[config.mk]
export PLATFORM = sky130hd
export DESIGN_NAME = cia_tod_ext
export DESIGN_NICKNAME = d
export VERILOG_FILES = /design/src/rtl/cia_tod_ext.sv
export SDC_FILE = /design/constraint.sdc
export NUM_CORES = 1
export LEC_CHECK = 0
export CAP_MARGIN = 10
export CORE_UTILIZATION = 54
export CTS_CLUSTER_DIAMETER = 200
export DETAILED_ROUTE_END_ITERATION = 16
export PLACE_DENSITY = 0.86
export SLEW_MARGIN = 20
export SYNTH_ARGS = -nofsm -noshare
export SYNTH_HDL_FRONTEND = slang
export SYNTH_SLANG_ARGS = --single-unit
[constraint.sdc]
create_clock -name clk -period 2.04 [get_ports clk]
set_input_delay 0.204 -clock clk [delete_from_list [all_inputs] [get_ports clk]]
set_output_delay 0.204 -clock clk [all_outputs]
set_load 0.005 [all_outputs]
[src/rtl/cia_tod_ext.sv]
// CIA time-of-day counter: 24-bit binary (8520) or BCD clock (6526) with alarm,
// read latch and one-shot alarm interrupt.
module cia_tod_ext #(
   parameter bit          BCD_MODE  = 1'b0,
   parameter logic [23:0] ALARM_RST = 24'hFFFFFF
) (
   input  logic       clk,
   input  logic       reset,
   input  logic       clk7_en,
   input  logic       wr,
   input  logic       tlo,
   input  logic       tme,
   input  logic       thi,
   input  logic       thr,
   input  logic       tcr,
   input  logic [7:0] data_in,
   output logic [7:0] data_out,
   input  logic       count,
   input  logic       tick50,
   output logic       irq
);

   // Byte 0 tenths/low, 1 sec/mid, 2 min/high, 3 hours (BCD only).
   localparam logic [31:0] MASK    = BCD_MODE ? 32'h9FFF_FF0F : 32'h00FF_FFFF;
   localparam logic [31:0] TOD_RST = BCD_MODE ? 32'h0100_0000 : 32'h0000_0000;
   localparam logic [31:0] ALM_RST = ({8'hFF, ALARM_RST}) & MASK;
   localparam int          TOP     = BCD_MODE ? 3 : 2;

   logic [31:0] tod_q, tod_d, alarm_q, alarm_d, latch_q;
   logic [2:0]  pre_q, pre_d;
   logic        crb7_q, ena_q, ena_d, frozen_q, frozen_d, match_q, irq_q;
   logic [3:0]  we;
   logic        tod_wr, tick, frz_rd, rel_rd, match;
   logic [2:0]  pre_term;

   function automatic logic [4:0] dig(input logic [3:0] v, input logic [3:0] term);
      if (v == term) return 5'h10;
      return {1'b0, v + 4'd1};
   endfunction

   function automatic logic [31:0] bcd_inc(input logic [31:0] t);
      logic [31:0] r;
      logic        c;
      logic [4:0]  h;
      r = t;
      h = t[28:24];
      {c, r[3:0]} = dig(t[3:0], 4'd9);
      if (c) {c, r[11:8]}  = dig(t[11:8], 4'd9);
      if (c) {c, r[15:12]} = dig(t[15:12], 4'd5);
      if (c) {c, r[19:16]} = dig(t[19:16], 4'd9);
      if (c) {c, r[23:20]} = dig(t[23:20], 4'd5);
      if (c) begin
         // 11->12 flips AM/PM; 12->01 keeps it.
         if (h == 5'h11) begin
            r[28:24] = 5'h12;
            r[31]    = ~t[31];
         end else if (h == 5'h12) r[28:24] = 5'h01;
         else if (h[3:0] == 4'h9) r[28:24] = 5'h10;
         else r[27:24] = h[3:0] + 4'd1;
      end
      return r;
   endfunction

   assign we       = {thr & BCD_MODE, thi, tme, tlo} & {4{wr}};
   assign tod_wr   = (|we) & ~crb7_q;
   assign tick     = count & ena_q & ~tod_wr;
   assign frz_rd   = ~wr & (BCD_MODE ? thr : thi) & ~crb7_q;
   assign rel_rd   = ~wr & tlo;
   assign match    = (tod_q == alarm_q);
   assign pre_term = tick50 ? 3'd4 : 3'd5;
   assign irq      = irq_q;

   always_comb begin
      tod_d    = tod_q;
      alarm_d  = alarm_q;
      pre_d    = pre_q;
      ena_d    = ena_q;
      frozen_d = frozen_q;
      if (tick) begin
         if (BCD_MODE) begin
            if (pre_q == pre_term) begin
               pre_d = 3'd0;
               tod_d = bcd_inc(tod_q) & MASK;
            end else pre_d = pre_q + 3'd1;
         end else tod_d = {8'h00, tod_q[23:0] + 24'd1};
      end
      for (int b = 0; b < 4; b++) begin
         if (we[b]) begin
            if (crb7_q) alarm_d[b*8 +: 8] = data_in & MASK[b*8 +: 8];
            else        tod_d[b*8 +: 8]   = data_in & MASK[b*8 +: 8];
         end
      end
      if (tod_wr && we[0])   pre_d = 3'd0;
      if (tod_wr && we[0])   ena_d = 1'b1;
      if (tod_wr && we[TOP]) ena_d = 1'b0;
      if (frz_rd) frozen_d = 1'b1;
      if (rel_rd) frozen_d = 1'b0;
   end

   always_comb begin
      data_out = 8'h00;
      if (!wr) begin
         if (tlo)      data_out = latch_q[7:0];
         else if (tme) data_out = latch_q[15:8];
         else if (thi) data_out = latch_q[23:16];
         else if (thr) data_out = latch_q[31:24];
         else if (tcr) data_out = {crb7_q, 7'b0};
      end
   end

   always_ff @(posedge clk) begin
      if (clk7_en) begin
         if (reset) begin
            tod_q    <= TOD_RST;
            alarm_q  <= ALM_RST;
            latch_q  <= TOD_RST;
            pre_q    <= 3'd0;
            ena_q    <= 1'b1;
            frozen_q <= 1'b0;
            crb7_q   <= 1'b0;
            match_q  <= 1'b0;
            irq_q    <= 1'b0;
         end else begin
            tod_q    <= tod_d;
            alarm_q  <= alarm_d;
            pre_q    <= pre_d;
            ena_q    <= ena_d;
            frozen_q <= frozen_d;
            // Freezing read keeps the value just returned for the top byte.
            if (!frozen_q && !frz_rd) latch_q <= tod_q;
            if (wr && tcr) crb7_q <= data_in[7];
            match_q  <= match;
            irq_q    <= match & ~match_q;
         end
      end
   end

endmodule

==> flow_results.xml <==
<?xml version="1.0" encoding="UTF-8"?>
<metrics>
  <group name="outcome">
    <metric name="outcome" unit="">completed</metric>
  </group>
  <group name="final_layout">
    <metric name="postLayoutCoreUtil" unit="%">69.5</metric>
    <metric name="most_frequent_cells_in_the_layout" unit="">93 x sky130_fd_sc_hd__edfxtp_1, 54 x sky130_fd_sc_hd__buf_4, 43 x sky130_fd_sc_hd__nor2b_1, 32 x sky130_fd_sc_hd__nor2_1</metric>
    <metric name="final_nets" unit="">500</metric>
    <metric name="drive_above_1_share" unit="%">22.9</metric>
    <metric name="leading_cell_type_in_the_layout_fill_and_taps_excluded" unit="">sky130_fd_sc_hd__edfxtp_1</metric>
    <metric name="nFillCells" unit="">599</metric>
    <metric name="antenna_cells" unit="">0</metric>
    <metric name="syn2layout_area_growth" unit="%">22.4</metric>
  </group>
  <group name="routing">
    <metric name="via_per_inst" unit="">6.26</metric>
    <metric name="wl_per_cell" unit="µm">20.8</metric>
    <metric name="drcViolationCount" unit="">0</metric>
    <metric name="firstDrtPassIters" unit="">6</metric>
    <metric name="number_of_nets_with_antenna_violations_after_detailed_routing" unit="">0</metric>
    <metric name="first_iter_violations" unit="">483</metric>
    <metric name="route.final.wire_length" unit="µm">12300</metric>
    <metric name="num_vias" unit="">3695</metric>
  </group>
  <group name="floorplanning">
    <metric name="number_of_rows_in_the_core_area" unit="">33</metric>
    <metric name="floorplan.die.width" unit="µm">95.7</metric>
    <metric name="fp.dieArea" unit="mm²">0.00915</metric>
    <metric name="ioPinCount" unit="">28</metric>
    <metric name="placeableCoreArea" unit="mm²">0.00834</metric>
    <metric name="floorplan.die.height" unit="µm">95.7</metric>
    <metric name="floorplan.initialDensity" unit="%">56.8</metric>
  </group>
  <group name="setup_path">
    <metric name="worstPathMaxFanout" unit="">4</metric>
    <metric name="worstReg2RegStart" unit="">tod_q[5]$_SDFFCE_PP0P_</metric>
    <metric name="cp_data_required_time" unit="ns">2.23</metric>
    <metric name="r2r.worst_path.cells" unit="">5</metric>
    <metric name="worst-r2r-setup-slack" unit="ns">0.04</metric>
    <metric name="timing_worst_setup_path_type" unit="">reg2reg</metric>
    <metric name="cp.arrival" unit="ns">2.19</metric>
    <metric name="worst_setup_path_start_kind" unit="">flop</metric>
    <metric name="critical_path.reg2reg.endpoint" unit="">irq$_SDFFCE_PP0P_</metric>
    <metric name="endpoint_kind" unit="">flop</metric>
  </group>
  <group name="timing">
    <metric name="max_freq" unit="MHz">499</metric>
    <metric name="finalSetupViolCount" unit="">0</metric>
    <metric name="rsz0062_at_grt" unit="">true</metric>
    <metric name="layout_worst_path_cycle_share" unit="%">98.3</metric>
    <metric name="max_slew.worst_pin.slew" unit="ns">0.516</metric>
    <metric name="max-slew-margin-rel" unit="%">65.5</metric>
    <metric name="final_hold_viol_count" unit="">0</metric>
    <metric name="period_minus_slack" unit="ns">2.00</metric>
    <metric name="worst_clock_skew" unit="ns">0.0123</metric>
    <metric name="fin_worst_hold_slack" unit="ns">0.252</metric>
    <metric name="final_max_slew_viol_count" unit="">0</metric>
  </group>
  <group name="job">
    <metric name="drv.max_cap_violation_count" unit="">0</metric>
  </group>
  <group name="pwr">
    <metric name="p_leak" unit="nW">2.09</metric>
    <metric name="power_density" unit="mW/mm²">708</metric>
    <metric name="ir_worst_vdd" unit="V">0.000527</metric>
  </group>
  <group name="grt">
    <metric name="remaining_global_route_overflow" unit="">0</metric>
    <metric name="first_global_vias" unit="">3489</metric>
    <metric name="grt_antenna_before_repair" unit="">0</metric>
    <metric name="grt_start_max_net_pins" unit="">36</metric>
    <metric name="grt_pass1_wl" unit="µm">18600</metric>
    <metric name="gr-usage-all-layers" unit="%">28.8</metric>
  </group>
  <group name="worst_hold_path">
    <metric name="worst_hold_path.num_cells" unit="">1</metric>
    <metric name="holdCritStartpoint" unit="">clk7_en</metric>
    <metric name="hp-class" unit="">in2reg</metric>
    <metric name="worstHoldEndpoint" unit="">tod_q[30]$_SDFFCE_PP0P_</metric>
  </group>
  <group name="synthesis">
    <metric name="post_synth_cell_types" unit="">42</metric>
    <metric name="yosys_register_bits" unit="">93</metric>
    <metric name="avgSynthCellArea" unit="µm²">11.6</metric>
    <metric name="syn_area" unit="mm²">0.00474</metric>
    <metric name="synth_warnings" unit="">0</metric>
    <metric name="yosysSeqAreaShare" unit="%">59.0</metric>
    <metric name="net_count_after_synthesis" unit="">427</metric>
    <metric name="gate_count_after_technology_mapping" unit="">407</metric>
  </group>
  <group name="clock_network">
    <metric name="worst_skew_pair.late_latency" unit="ns">0.37</metric>
    <metric name="cts_max_path_buffers" unit="">2</metric>
    <metric name="clkTransAtPathRegs" unit="ns">0.10</metric>
    <metric name="numClockSinks" unit="">93</metric>
    <metric name="holdBufCountCts" unit="">0</metric>
    <metric name="clock_tree.root_cell" unit="">sky130_fd_sc_hd__clkbuf_8</metric>
    <metric name="cts_tree" unit="">done</metric>
    <metric name="cts_buffers" unit="">9</metric>
    <metric name="clock_tree.htree_level_count" unit="">3</metric>
  </group>
  <group name="place">
    <metric name="io_buffers" unit="">26</metric>
    <metric name="dp_hpwl" unit="µm">8400</metric>
    <metric name="finalWeightedCongestion" unit="">1.01</metric>
  </group>
</metrics>
-- layout make-up --
| cell class | instances | area (µm²) | share of cell area (%) |
|---|---|---|---|
| flip-flops and latches | 93 | 2790 | 48.2 |
| multi-input cells | 284 | 1910 | 33.0 |
| clock buffers | 9 | 124 | 2.14 |
| repair buffers | 86 | 747 | 12.9 |
| inverters | 6 | 22.5 | 0.389 |
| clock inverters | 7 | 65.1 | 1.12 |
| well taps | 105 | 131 | 2.27 |
-- kinds of logic (layout without fill, tap and decap cells) --
family          after synthesis  in the layout  synth area share [%]
fa+ha+maj                     1              1                 0.264
buf+inv                      30            108                  2.59
simple gates                180            180                  21.6
mux                           1              1                 0.211
compound gates               68             68                  10.1
xor+xnor                     34             34                  6.29
flops                        93             93                  59.0
-- worst max-delay path by stage --
stage,startpoint,end,slack [ns],cells after the start
6_report,tod_q[5]$_SDFFCE_PP0P_,irq$_SDFFCE_PP0P_,0.04,5
5_1_grt,tod_q[1]$_SDFFCE_PP0P_,tod_q[22]$_SDFFCE_PP0P_,-0.07,6
4_1_cts,tod_q[9]$_SDFFCE_PP0P_,tod_q[22]$_SDFFCE_PP0P_,-0.0004,6
3_5_place_dp,tlo,tod_q[23]$_SDFFCE_PP0P_,-0.27,7
3_3_place_gp,thi,tod_q[22]$_SDFFCE_PP0P_,-0.22,7
2_1_floorplan,tlo,alarm_q[0]$_SDFFCE_PP1P_,0.11,4
-- synthesized netlist by cell type --
library cell	count	area (µm²)
sky130_fd_sc_hd__a311oi_1	7	61.3
sky130_fd_sc_hd__a211oi_1	9	67.6
sky130_fd_sc_hd__o21ai_0	10	50.1
sky130_fd_sc_hd__o31a_1	1	8.76
sky130_fd_sc_hd__nand2b_1	4	25.0
sky130_fd_sc_hd__nand2_1	14	52.6
sky130_fd_sc_hd__a211o_1	1	8.76
sky130_fd_sc_hd__clkbuf_1	20	75.1
sky130_fd_sc_hd__nand3_1	14	70.1
sky130_fd_sc_hd__a221oi_1	6	52.6
sky130_fd_sc_hd__nand4_1	7	43.8
sky130_fd_sc_hd__mux2i_1	1	10.0
sky130_fd_sc_hd__nor3_1	15	75.1
sky130_fd_sc_hd__xnor2_1	19	166
sky130_fd_sc_hd__o221ai_1	1	8.76
sky130_fd_sc_hd__o21ai_1	1	5.00
sky130_fd_sc_hd__or2_2	8	50.1
sky130_fd_sc_hd__o2111ai_1	1	8.76
sky130_fd_sc_hd__inv_1	6	22.5
sky130_fd_sc_hd__a21boi_0	4	30.0
sky130_fd_sc_hd__edfxtp_1	93	2790
sky130_fd_sc_hd__and3_1	13	81.3
sky130_fd_sc_hd__a21oi_1	20	100
sky130_fd_sc_hd__and3b_1	2	17.5
sky130_fd_sc_hd__or4_1	2	15.0
sky130_fd_sc_hd__nand3b_1	1	7.51
sky130_fd_sc_hd__nor4_2	5	62.6
sky130_fd_sc_hd__nor2b_1	44	275
sky130_fd_sc_hd__o31ai_1	1	7.51
sky130_fd_sc_hd__nor2_1	33	124
sky130_fd_sc_hd__buf_2	2	10.0
sky130_fd_sc_hd__buf_6	1	11.3
sky130_fd_sc_hd__and4_1	4	35.0
sky130_fd_sc_hd__o21a_1	1	7.51
sky130_fd_sc_hd__ha_1	1	12.5
sky130_fd_sc_hd__nor4_1	6	37.5
sky130_fd_sc_hd__a211oi_2	4	50.1
sky130_fd_sc_hd__a2111o_1	1	11.3
sky130_fd_sc_hd__or3_1	7	43.8
sky130_fd_sc_hd__or2_1	1	6.26
sky130_fd_sc_hd__xor2_1	15	131
sky130_fd_sc_hd__buf_1	1	3.75
-- critical path, stage by stage, from the launching register on --
cell and delay [ns]:
sky130_fd_sc_hd__edfxtp_1 0.47, sky130_fd_sc_hd__nor2b_1 0.21, sky130_fd_sc_hd__a2111o_1 0.41, sky130_fd_sc_hd__nor4_2 0.27
sky130_fd_sc_hd__nand4_1 0.24, sky130_fd_sc_hd__nor4_2 0.22
-- where the power goes --
part / switching, mW / internal (mW) / total [mW]
registers: 0.0871 / 2.25 / 2.33
clock network: 0.710 / 0.475 / 1.19
logic: 0.320 / 0.266 / 0.586
total: 1.12 / 2.99 / 4.10
-- timing repair --
| item | 4_1_cts | 5_1_grt |
|---|---|---|
| buffers inserted | 6 | 5 |
| gates resized for setup | 30 | 9 |
| endpoints found under the hold margin | 0 | 0 |
| setup endpoints to repair | 13 | 8 |
| pin swaps | 6 | 5 |
| gates cloned | 0 | 0 |
-- per-layer routing --
layer | GRT usage (%) | share of wire [%]
met1 | 38.1 | 39
met2 | 46.4 | 48
met3 | 4.63 | 9.3
met4 | 14.2 | 3.4
met5 | 0 | 0
-- registers in the layout (all words and copies together) (netlist names) --
signal    cells
ena_q         1
latch_q      32
crb7_q        1
irq           1
tod_q        32
alarm_q      24
frozen_q      1
match_q       1
-- metrics by stage --
stage          instances  setup WS [ns]  area, µm²  power (mW)   TNS (ns)
4_1_cts              585      -0.000446       5730        4.08  -0.000446
2_1_floorplan        407          0.108       4740        2.63          0
3_3_place_gp         563         -0.219       5410        2.88      -3.78
5_1_grt              590        -0.0682       5800        4.23     -0.118
6_report             590         0.0356       5800        4.10          0
3_5_place_dp         563         -0.266       5410        2.90      -4.81
Note: power is estimated with default switching activity, not from simulation.
